[src/rtl/bus_pkg.sv]
// Shared constants and helper functions for the round-robin N-master x M-slave bus.
package bus_pkg;

   localparam int AW_DEF = 8;
   localparam int DW_DEF = 32;

   function automatic int clog2(input int n);
      int v;
      int r;
      v = n - 1;
      r = 0;
      while (v > 0) begin
         r = r + 1;
         v = v >>> 1;
      end
      return r;
   endfunction

   // Returns the index of the highest set bit; callers pass one-hot vectors of up to 32 bits.
   function automatic int onehot_to_idx(input logic [31:0] oh);
      int r;
      r = 0;
      for (int i = 0; i < 32; i++) begin
         if (oh[i]) r = i;
      end
      return r;
   endfunction

endpackage

[src/rtl/bus_rr_arbiter.sv]
// Round-robin arbiter with a registered one-hot grant that parks on the last owner.
// Optional hold timeout is enabled by defining BUS_TIMEOUT_EN.
module bus_rr_arbiter
   import bus_pkg::*;
#(
   parameter int NUM_M    = 4,
   parameter int MAX_HOLD = 16
) (
   input  logic             clk,
   input  logic             reset,
   input  logic [NUM_M-1:0] i_req,
   output logic [NUM_M-1:0] o_grant
);

   localparam int OW = (NUM_M > 1) ? clog2(NUM_M) : 1;

   // req/grant: a master raises its req bit and keeps its address, strobe and data stable;
   // it owns the path in every cycle its grant bit is high, one cycle after the request.
   logic [NUM_M-1:0]   r_grant;
   logic [NUM_M-1:0]   w_next_grant;
   logic [OW-1:0]      w_owner;
   logic [OW-1:0]      w_next_owner;
   logic [2*NUM_M-1:0] w_req_dbl;
   logic [NUM_M-1:0]   w_req_rot;
   logic               w_own_req;
   logic               w_found;
   logic               w_expire;
   int                 w_cand;

   assign w_owner   = OW'(onehot_to_idx(32'(r_grant)));
   assign w_req_dbl = {i_req, i_req};
   // Bit k of the rotated vector is the request of master (owner + k) mod NUM_M.
   assign w_req_rot = NUM_M'(w_req_dbl >> w_owner);
   assign w_own_req = w_req_rot[0];

   always_comb begin
      w_found      = 1'b0;
      w_next_owner = w_owner;
      w_cand       = 0;
      for (int k = 1; k < NUM_M; k++) begin
         if (!w_found && w_req_rot[k]) begin
            w_found = 1'b1;
            w_cand  = int'(w_owner) + k;
            if (w_cand >= NUM_M) w_cand = w_cand - NUM_M;
            w_next_owner = OW'(w_cand);
         end
      end
      if (w_own_req && !w_expire) w_next_owner = w_owner;
      w_next_grant = NUM_M'(1) << w_next_owner;
   end

`ifdef BUS_TIMEOUT_EN
   localparam int HW = (clog2(MAX_HOLD + 1) > 0) ? clog2(MAX_HOLD + 1) : 1;

   logic [HW-1:0] r_hold_cnt;
   logic          w_others;

   assign w_others = |(i_req & ~r_grant);
   assign w_expire = w_own_req && w_others && (r_hold_cnt == HW'(MAX_HOLD - 1));

   always_ff @(posedge clk) begin
      if (reset) begin
         r_hold_cnt <= '0;
      end else if ((w_next_owner != w_owner) || !w_others) begin
         r_hold_cnt <= '0;
      end else if (w_own_req) begin
         r_hold_cnt <= r_hold_cnt + 1'b1;
      end
   end
`else
   // Holding never expires in this build; MAX_HOLD is non-negative so this is constant 0.
   assign w_expire = (MAX_HOLD < 0);
`endif

   always_ff @(posedge clk) begin
      if (reset) begin
         r_grant <= NUM_M'(1);
      end else begin
         r_grant <= w_next_grant;
      end
   end

   assign o_grant = r_grant;

endmodule

[src/rtl/bus_rr_nxm.sv]
// Shared NUM_M x NUM_S bus: round-robin arbitration, region decode, 1-cycle read return.
// Define BUS_TIMEOUT_EN to force rotation after MAX_HOLD contended cycles.
module bus_rr_nxm
   import bus_pkg::*;
#(
   parameter int NUM_M       = 4,
   parameter int NUM_S       = 4,
   parameter int AW          = AW_DEF,
   parameter int DW          = DW_DEF,
   parameter int REGION_BITS = 5,
   parameter int MAX_HOLD    = 16
) (
   input  logic                clk,
   input  logic                reset,
   input  logic [NUM_M-1:0]    m_req,
   input  logic [NUM_M-1:0]    m_wr,
   input  logic [NUM_M*AW-1:0] m_address,
   input  logic [NUM_M*DW-1:0] m_dout,
   input  logic [NUM_S*DW-1:0] s_dout,
   output logic [NUM_M-1:0]    m_grant,
   output logic [DW-1:0]       m_din,
   output logic                m_err,
   output logic [NUM_S-1:0]    s_sel,
   output logic [AW-1:0]       s_address,
   output logic                s_wr,
   output logic [DW-1:0]       s_din
);

   localparam int IW = AW - REGION_BITS;

   logic [NUM_M-1:0] w_grant;
   logic [AW-1:0]    w_addr;
   logic             w_wr;
   logic [DW-1:0]    w_wdata;
   logic [IW-1:0]    w_idx;
   logic             w_miss;
   logic [NUM_S-1:0] w_sel;
   logic [NUM_S-1:0] r_sel;
   logic             r_miss;

   bus_rr_arbiter #(
      .NUM_M    (NUM_M),
      .MAX_HOLD (MAX_HOLD)
   ) u_arb (
      .clk     (clk),
      .reset   (reset),
      .i_req   (m_req),
      .o_grant (w_grant)
   );

   assign m_grant = w_grant;

   // The grant is one-hot, so an AND-OR mux picks exactly the owner's fields.
   always_comb begin
      w_addr  = '0;
      w_wr    = 1'b0;
      w_wdata = '0;
      for (int i = 0; i < NUM_M; i++) begin
         if (w_grant[i]) begin
            w_addr  = w_addr  | m_address[i*AW +: AW];
            w_wr    = w_wr    | m_wr[i];
            w_wdata = w_wdata | m_dout[i*DW +: DW];
         end
      end
   end

   assign s_address = w_addr;
   assign s_wr      = w_wr;
   assign s_din     = w_wdata;

   assign w_idx  = w_addr[AW-1:REGION_BITS];
   assign w_miss = (32'(w_idx) >= NUM_S);

   always_comb begin
      w_sel = '0;
      for (int i = 0; i < NUM_S; i++) begin
         if (32'(w_idx) == 32'(i)) w_sel[i] = 1'b1;
      end
   end

   assign s_sel = w_sel;

   always_ff @(posedge clk) begin
      if (reset) begin
         r_sel  <= '0;
         r_miss <= 1'b0;
      end else begin
         r_sel  <= w_sel;
         r_miss <= w_miss;
      end
   end

   // A cleared select (reset or decode miss) returns zero read data.
   always_comb begin
      m_din = '0;
      for (int i = 0; i < NUM_S; i++) begin
         if (r_sel[i]) m_din = m_din | s_dout[i*DW +: DW];
      end
   end

   assign m_err = r_miss;

endmodule

[config.mk]
export PLATFORM = sky130hd
export DESIGN_NAME = bus_rr_nxm
export DESIGN_NICKNAME = d
export VERILOG_FILES = /design/src/rtl/bus_pkg.sv /design/src/rtl/bus_rr_arbiter.sv /design/src/rtl/bus_rr_nxm.sv
export SDC_FILE = /design/constraint.sdc
export NUM_CORES = 1
export LEC_CHECK = 0
export BUFFER_PORTS_ARGS = -buffer_cell sky130_fd_sc_hd__buf_2
export CAP_MARGIN = 5
export CORE_AREA = 2 2 147 149
export DETAILED_ROUTE_END_ITERATION = 10
export DIE_AREA = 0 0 149 151
export GPL_TIMING_DRIVEN = 0
export PLACE_DENSITY = 0.45
export SETUP_SLACK_MARGIN = 0.2
export SLEW_MARGIN = 20
export SYNTH_ARGS = -nofsm -noshare
export SYNTH_HDL_FRONTEND = slang
export SYNTH_SLANG_ARGS = --single-unit
[constraint.sdc]
create_clock -name clk -period 1.6 [get_ports clk]
set_input_delay 0.32 -clock clk [delete_from_list [all_inputs] [get_ports clk]]
set_output_delay 0.32 -clock clk [all_outputs]
set_load 0.005 [all_outputs]
==> flow_summary.toml, run 1 <==
[sta]
worst_pin_slew_ns = 0.564
setup_violations = 51
timing.final.crit_share_pct = 122
drv_slew = 0
fmax_mhz = 513
min_period_ns = 1.95
setup_ws_ns = -0.349
relSlewSlack_pct = 62.4
rsz0062_at_grt = "yes"
skew_ns = 0.00222
finalHoldViolations = 0

[synthesis]
ys_seq_area_share_pct = 8.85
synth_top_area_share_pct = 53.1
synth_cells = 317
synth.distinct_cells = 32
netlist_top_cells_area = "a22oi_1, nand2_1, dfxtp_1, clkbuf_1, nor2_1"
synth_fp_nets = 615
syn_area_sq_um = 2040
synth_warnings = 0
avgSynthCellArea_sq_um = 6.43
ys_ff_latch = 9
yosysTopAreaCell = "a22oi_1"

[clock_network]
cts_buffer_depth = 2
cts.reportedPaths.clkPinSlew_ns = 0.04
htreeDepth = 1
cts_root_buffer = "clkbuf_16"
numCtsBuffers = 3
clk_latency_ns = 0.23
ctsHoldBuffers = 0
tritoncts = "done"
clock-sinks = 9

[floorplanning]
die_y_um = 151
rows = 53
core_region_area_sq_um = 20800
start_util_pct = 9.78
die_area_sq_um = 22500
ioPinCount = 380
die_w_um = 149

[layout]
multi_input_area_sq_um = 2420
drive_gt1_share_pct = 82.2
regArea_sq_um = 208
finalNetCount = 1037
fillers = 2297
areaGrowthSynthToFinish_pct = 194
fin_area_sq_um = 5980
antenna_cells = 0
fin_util_pct = 28.7

[place]
place_congestion = 0.788
port_buffers = 377
place_area_sq_um = 4320
dp_hpwl_mm = 12.6
post-place-ws_ns = -0.387

[grt]
track_usage_pct = 12.7
grt_antenna_before_repair = 1
grt_pass1_wl_mm = 22.3
grt_pass1_vias = 4192
grt_remaining_overflow = 0
grt_max_degree = 11

[power_and_ir_drop]
power.leakage_nw = 2.93
finalPower_w = 0.00638
vdd_ir_drop_max_uv = 447
cellPowerDensity_nw_per_um2 = 1070

[worst_setup_path]
start_kind = "register"
critical_path_class = "reg -> out"
cp_max_fo = 4
critPathRequiredTime_ns = 1.28
arrival_ns = 1.63
cp-end-kind = "output port"

[route]
wl_mm = 16.2
wl_per_cell_um = 16.0
drcViolationCount = 0
routed-via-count = 4379
antenna_left = 0
vias_per_cell = 4.32
drt_iter0_markers = 102
drtPass1Iterations = 4

[worst_hold_path]
hp-class = "in -> reg"

[flow_run]
drv_cap = 0

[run_status]
outcome = "finished, violations left"
violations = "setup timing"
cells in the mapped netlist:
| cell type | instances |
|---|---|
| a22oi_1 | 144 |
| nand2_1 | 75 |
| clkbuf_1 | 25 |
| nor2_1 | 14 |
| dfxtp_1 | 9 |
| nor3_1 | 7 |
| buf_1 | 6 |
| a21oi_1 | 4 |
| mux2i_1 | 4 |
| nor2b_1 | 4 |
| buf_2 | 2 |
| inv_1 | 2 |
| o22a_1 | 2 |
| a21boi_0 | 1 |
| a21oi_4 | 1 |
| a221oi_1 | 1 |
| a22o_1 | 1 |
| a31oi_1 | 1 |
| and2_1 | 1 |
| and3b_1 | 1 |
| buf_4 | 1 |
| inv_2 | 1 |
| mux2_4 | 1 |
| nand3_1 | 1 |
| nor3b_1 | 1 |
| o21a_1 | 1 |
| o21bai_1 | 1 |
| o221ai_1 | 1 |
| o31ai_1 | 1 |
| o31ai_4 | 1 |
| o32a_1 | 1 |
| or3_1 | 1 |
kinds of logic after synthesis:
group / after synthesis / synth area share, %
mux: 5 / 2.70
flops: 9 / 8.85
compound gates: 161 / 60.3
simple gates: 105 / 21.0
buf+inv: 37 / 7.13
cells in the final DEF, fill, tap and decap left out, drive strengths merged:
cell type,synthesis,layout
a21oi,5,5
nand2,75,75
o22a,2,2
o31ai,2,2
nor3b,1,1
clkbuf,25,22
nor2,14,14
mux2i,4,4
o21a,1,1
mux2,1,1
and3b,1,1
a22o,1,1
dfxtp,9,9
a221oi,1,1
nor3,7,7
a22oi,144,144
nor2b,4,4
or3,1,1
o221ai,1,1
inv,3,3
a31oi,1,1
a21boi,1,1
buf,9,433
nand3,1,1
o21bai,1,1
and2,1,1
o32a,1,1
worst paths after layout:
check	from	cells after the start	slack, ns	endpoint
min	reset	2	0.54	m_err
max reg2reg	u_arb.o_grant[2]	8	-0.23	u_arb.o_grant[0]
min reg2reg	u_arb.o_grant[3]	3	0.87	u_arb.o_grant[2]
max	u_arb.o_grant[1]	6	-0.35	s_sel[1]
cell type report:
type,count,share of cell area [%]
buffer,34,9.41
clock buffer,4,1.32
inverter,3,0.272
tap,275,5.75
timing repair buffer,417,39.4
sequential,9,3.47
multi-input combinational,271,40.4
stage by stage:
step / hold WS, ns / setup TNS (ns) / cells
finish: 0.541 / -8.01 / 1013
global route: 0.577 / -10.86 / 1013
CTS: 0.511 / -7.80 / 1001
detailed placement: 0.618 / -12.57 / 969
global placement: 0.599 / -14.53 / 969
floorplan: 0.473 / 0 / 317
metal layers:
metal / vias to the layer above / track usage [%] / wire [um]
met5: - / 0 / 13
met4: 2 / 3.71 / 289
met3: 22 / 2.50 / 1230
met2: 228 / 23.2 / 8350
met1: 2030 / 14.9 / 6280
li1: 2097 / - / -
sequential cells by signal (all words and copies together), names as in the netlist:
signal and flops:
r_sel 4, u_arb.o_grant 4, m_err 1
critical path: stages (launching register included):
cell	delay [ns]
dfxtp_4	0.34
buf_8	0.13
a22o_1	0.20
a221oi_4	0.29
nand3_2	0.18
nor2_1	0.13
buf_2	0.13
power by group:
| group | leakage, nW | internal (W) | switching [W] |
|---|---|---|---|
| Clock | 0.0382 | 0.000333 | 0.000107 |
| Sequential | 0.0787 | 0.000306 | 0.000143 |
| Combinational | 2.82 | 0.00300 | 0.00249 |
what timing repair did:
item / CTS / global route
setup endpoints to repair: 84 / 86
resized for setup: 206 / 73
cloned: 6 / 2
buffers inserted: 22 / 10
pin swaps: 28 / 56
(Power assumes the default switching activity.)
==> run 2: changes to the inputs <==
==> constraint.sdc (replaced) <==
create_clock -name clk -period 1.6 [get_ports clk]
set_input_delay 0 -clock clk [delete_from_list [all_inputs] [get_ports clk]]
set_output_delay 0 -clock clk [all_outputs]
set_load 0.005 [all_outputs]
==> run 2 against run 1 <==
  * The run still ends with setup timing left
  * Fmax is 21% higher
  * Sequential cell count stayed put
  * Worst setup slack gained 0.34 ns
  * Critical path depth grew 1
  * Die area stayed put
  * Sequential share of layout area rose by 0.15 points
  * Combinational power shrank 10%
  * Clock power barely moved
  * Highest routed layer is now met4
==> flow_summary.toml, run 2 (same netlist as run 1, synthesis figures left out) <==
[run_status]
outcome = "finished, violations left"
violations = "setup timing"

[worst_setup_path]
reg2reg_from = "u_arb.o_grant[2]"
slowest_delay_ns = 0.36
cp_max_fo = 6
reg2regPathDepth = 6
cp-end-kind = "output port"
r2r_end = "u_arb.o_grant[0]"
start_kind = "register"
path_cells = "buf_8 -> a22o_1 -> a221oi_4 -> buf_6 -> nand2_4 -> nor2_1 -> buf_2"
cp_slowest_cell = "dfxtp_4"
critPathRequiredTime_ns = 1.60
arrival_ns = 1.61
critical_path_class = "reg -> out"
ff2ff_setup_slack_ns = 0.01

[worst_hold_path]
min_path_cells = 2
holdPathEnd = "m_err"
hp-start = "reset"
hp-class = "in -> reg"

[grt]
use_met2_pct = 24.9
top_usage_layer = "met2"
track_usage_pct = 12.8
grt_remaining_overflow = 0
grt_antenna_before_repair = 4
grt_pass1_wl_mm = 22.1
grt_pass1_vias = 4021
grtUsageMet3_pct = 1.57
grt_use_met1_pct = 14.6
grt_max_degree = 11

[route]
drtPass1Iterations = 6
wl_mm = 17.0
drt_iter0_markers = 158
wl_per_cell_um = 17.0
drcViolationCount = 0
vias_per_cell = 4.30
antenna_left = 0
routed-via-count = 4309

[place]
post-place-ws_ns = -0.549
dp_cells = 969
place_area_sq_um = 4290
port_buffers = 377
place_congestion = 0.788
dp_hpwl_mm = 14.0

[clock_network]
clock-sinks = 9
tritoncts = "done"
cts_buffer_depth = 2
cts_root_buffer = "clkbuf_16"
clk_latency_ns = 0.23
cts.reportedPaths.clkPinSlew_ns = 0.04
htreeDepth = 1
numCtsBuffers = 3

[layout]
fin_area_sq_um = 5330
fin_cells = 1003
fillers = 2336
final_cell_mix = "buf_2, a22oi_1, nand2_1, a22oi_2, buf_6"
drive_gt1_share_pct = 72.7
mostFrequentLayoutCell = "buf_2"
areaGrowthSynthToFinish_pct = 161
finalNetCount = 1024

[sta]
timing.final.crit_share_pct = 101
skew_ns = 0.00344
rsz0062_at_grt = "yes"
fmax_mhz = 621
drv_slew = 0
setup_ws_ns = -0.00949
relSlewSlack_pct = 65.5
min_period_ns = 1.61
finalHoldViolations = 0
worst_pin_slew_ns = 0.518
setup_violations = 1

[floorplanning]
rows = 53
die_area_sq_um = 22500
die_w_um = 149
die_y_um = 151
core_region_area_sq_um = 20800
ioPinCount = 380
start_util_pct = 9.78

[power_and_ir_drop]
power.leakage_nw = 2.78
vdd_ir_drop_max_uv = 358
finalPower_w = 0.00577
cellPowerDensity_nw_per_um2 = 1080

[flow_run]
drv_cap = 0
run 2: cell count changes in the layout (fill, tap and decap cells not counted), sizes merged:
cell      previous run  this run
buf                433       413
clkbuf              22        28
diode                0         3
clkinv               0         1
clkinvlp             0         1
inv                  3         2
run 2: worst max path at each step:
stage / slack, ns / from / endpoint / cells past startpoint
floorplan: 0.05 / u_arb.o_grant[2] / u_arb.o_grant[0] / 6
global placement: -0.57 / u_arb.o_grant[2] / s_din[18] / 6
detailed placement: -0.55 / u_arb.o_grant[2] / s_din[18] / 6
CTS: -0.004 / u_arb.o_grant[2] / s_din[18] / 6
global route: -0.07 / u_arb.o_grant[2] / u_arb.o_grant[0] / 6
finish: -0.009 / u_arb.o_grant[1] / s_sel[3] / 7
run 2: cell type report:
type	count	area, sq um	area share [%]
repair buffers	404	2230	41.8
multi-input cells	271	2100	39.5
plain buffers	34	357	6.70
well taps	275	344	6.46
flip-flops and latches	9	193	3.62
clock buffers	3	75.1	1.41
inverters	3	17.5	0.329
diodes	3	7.51	0.141
clock inverters	1	5.00	0.0940
run 2: power by group:
group / internal (W) / leakage, nW / switching, W
registers: 0.000295 / 0.0757 / 0.000109
clock network: 0.000329 / 0.0409 / 0.000109
logic: 0.00257 / 2.66 / 0.00237
total: 0.00319 / 2.78 / 0.00258
run 2: routing by layer:
metal | vias to the layer above | part of all wire, %
met3 | 16 | 7.1
li1 | 2075 | -
met5 | - | 0
met4 | 0 | 1.5
met2 | 260 | 53
met1 | 1958 | 38
run 2: repair_timing:
action / CTS / global route
setup endpoints to repair: 84 / 69
hold buffers: 0 / 0
gates resized for setup: 94 / 91
setup buffers: 10 / 13
cloned: 1 / 3
pin swaps: 8 / 31
run 2: critical path, delay by kind of cell, from the launching register on:
family | cells | cell delay (ns)
flip-flops | 1 | 0.36
buffers and inverters | 3 | 0.42
AND/OR/NAND/NOR | 2 | 0.14
AO/OA/AOI/OAI | 2 | 0.45
run 2: stage by stage:
| stage | utilization, % | hold WS [ns] | TNS [ns] |
|---|---|---|---|
| after floorplan | - | 0.105 | 0 |
| after global placement | 20.6 | 0.270 | -13.34 |
| after detailed placement | 20.6 | 0.271 | -11.88 |
| after CTS | 22.9 | 0.198 | -0.00439 |
| after global routing | 25.6 | 0.273 | -0.466 |
| final | 25.6 | 0.232 | -0.00949 |
==> run 3: changes to the inputs <==
--- a/config.mk
+++ b/config.mk
@@ -17,3 +17,4 @@
 export SYNTH_ARGS = -nofsm -noshare
 export SYNTH_HDL_FRONTEND = slang
 export SYNTH_SLANG_ARGS = --single-unit
+export TNS_END_PERCENT = 20
==> run 3 against run 2 <==
  * The flow now finishes without violations
  * Final cell count shrank 2.2%
  * Fmax is 0.76% higher
  * Non-clock buffer count fell by 20
  * Worst setup slack better by 0.012 ns
  * Combinational power is 19% lower
  * Critical endpoint is now u_arb.o_grant[0]
==> flow_summary.toml, run 3 (same netlist as run 1, synthesis figures left out) <==
[run_status]
outcome = "complete, no violations"

[floorplanning]
core_region_area_sq_um = 20800
die_w_um = 149
rows = 53
die_y_um = 151
ioPinCount = 380
start_util_pct = 9.78
die_area_sq_um = 22500

[worst_setup_path]
r2r_end = "u_arb.o_grant[0]"
start_kind = "register"
ff2ff_setup_slack_ns = 0.003
cp_max_fo = 6
critPathRequiredTime_ns = 1.74
arrival_ns = 1.74
critical_path_class = "reg -> reg"
reg2reg_from = "u_arb.o_grant[2]"
cp-end-kind = "register"
reg2regPathDepth = 6

[place]
place_congestion = 0.773
dp_hpwl_mm = 14.5
port_buffers = 377

[layout]
finalNetCount = 1004
mostFrequentLayoutCell = "buf_2"
drive_gt1_share_pct = 63.4
final_cell_mix = "buf_2, a22oi_1, nand2_1, a22oi_2, nor2_1"
fin_util_pct = 22.4
areaGrowthSynthToFinish_pct = 129

[power_and_ir_drop]
p_int_w = 0.00254
combPwrFrac_pct = 82.9
cellPowerDensity_nw_per_um2 = 1040
clkPwrFrac_pct = 8.9
power_frac_seq_pct = 8.2
switchingPower_w = 0.00229
power.leakage_nw = 2.58
switching_share_pct = 47.4
vdd_ir_drop_max_uv = 554

[sta]
setup_violations = 0
finalHoldViolations = 0
worst_pin_slew_ns = 0.494
fmax_mhz = 626
skew_ns = 0.00158
timing.final.crit_share_pct = 99.8
min_period_ns = 1.60
fin_tns_setup_ns = 0
drv_slew = 0
rsz0062_at_grt = "yes"
relSlewSlack_pct = 67.0

[clock_network]
clk_latency_ns = 0.23
cts_root_buffer = "clkbuf_16"
htreeDepth = 1
cts_buffer_depth = 2
clock-sinks = 9
cts.reportedPaths.clkPinSlew_ns = 0.04
numCtsBuffers = 3
tritoncts = "done"

[worst_hold_path]
hp-class = "in -> reg"
hp-start = "reset"
holdPathEnd = "m_err"
min_path_cells = 2

[grt]
grt_pass1_vias = 3892
grt_pass1_wl_mm = 22.2
track_usage_pct = 12.9
grt_remaining_overflow = 0
grt_max_degree = 11
grt_antenna_before_repair = 4

[route]
drtPass1Iterations = 4
antenna_left = 0
wl_per_cell_um = 16.8
wl_mm = 16.5
drt_iter0_markers = 190
routed-via-count = 4158
drcViolationCount = 0
vias_per_cell = 4.24

[flow_run]
drv_cap = 0
## run 3: per-stage QoR
step,total power (W),cells,setup WS (ns),cell area (sq um),hold WS (ns)
5_1_grt,0.00529,981,-0.0937,4660,0.178
2_1_floorplan,0.00218,317,0.0520,2050,0.105
3_5_place_dp,0.00400,969,-0.423,4280,0.273
6_report,0.00483,981,0.00265,4660,0.153
3_3_place_gp,0.00400,969,-0.456,4280,0.274
4_1_cts,0.00471,977,0.00516,4520,0.128
## run 3: critical path: stages, from the launching register on
cell     delay, ns
dfxtp_4       0.38
inv_4         0.05
a21oi_4       0.15
mux2i_1       0.09
o32a_1        0.36
mux2_4        0.33
o31ai_4       0.15
## run 3: final cells by class
type / instances / area [sq um]
fillers: 2426 / 16200
repair buffers: 384 / 1940
multi-input cells: 271 / 1830
well taps: 275 / 344
plain buffers: 34 / 267
flip-flops and latches: 9 / 190
clock buffers: 4 / 78.8
inverters: 3 / 13.8
diodes: 1 / 2.50
## run 3: power by group through the flow
stage / sequential, W / combinational, W / clock [W]
2_1_floorplan: 0.000358 / 0.00182 / 0
3_3_place_gp: 0.000400 / 0.00360 / 0
3_5_place_dp: 0.000396 / 0.00360 / 0
4_1_cts: 0.000398 / 0.00387 / 0.000442
5_1_grt: 0.000409 / 0.00443 / 0.000458
6_report: 0.000398 / 0.00400 / 0.000430
## run 3: worst max path at each step
stage / cells past startpoint / startpoint / slack, ns / end
after floorplan: 6 / u_arb.o_grant[2] / 0.05 / u_arb.o_grant[0]
after global placement: 6 / u_arb.o_grant[3] / -0.46 / s_din[30]
after detailed placement: 6 / u_arb.o_grant[3] / -0.42 / s_din[30]
after CTS: 6 / u_arb.o_grant[1] / 0.005 / s_sel[0]
after global routing: 6 / u_arb.o_grant[2] / -0.09 / u_arb.o_grant[0]
final: 6 / u_arb.o_grant[2] / 0.003 / u_arb.o_grant[0]
## run 3: repair_timing
item | CTS | global route
gates resized for setup | 42 | 52
pin swaps | 4 | 6
hold buffers | 0 | 0
setup endpoints to repair | 85 | 84
setup buffers | 4 | 3
## run 3: layer usage
layer | global-route usage (%) | wire length (um)
met1 | 14.4 | 6100
met3 | 2.62 | 1430
met4 | 2.05 | 153
met5 | 0 | 0
met2 | 25.4 | 8830
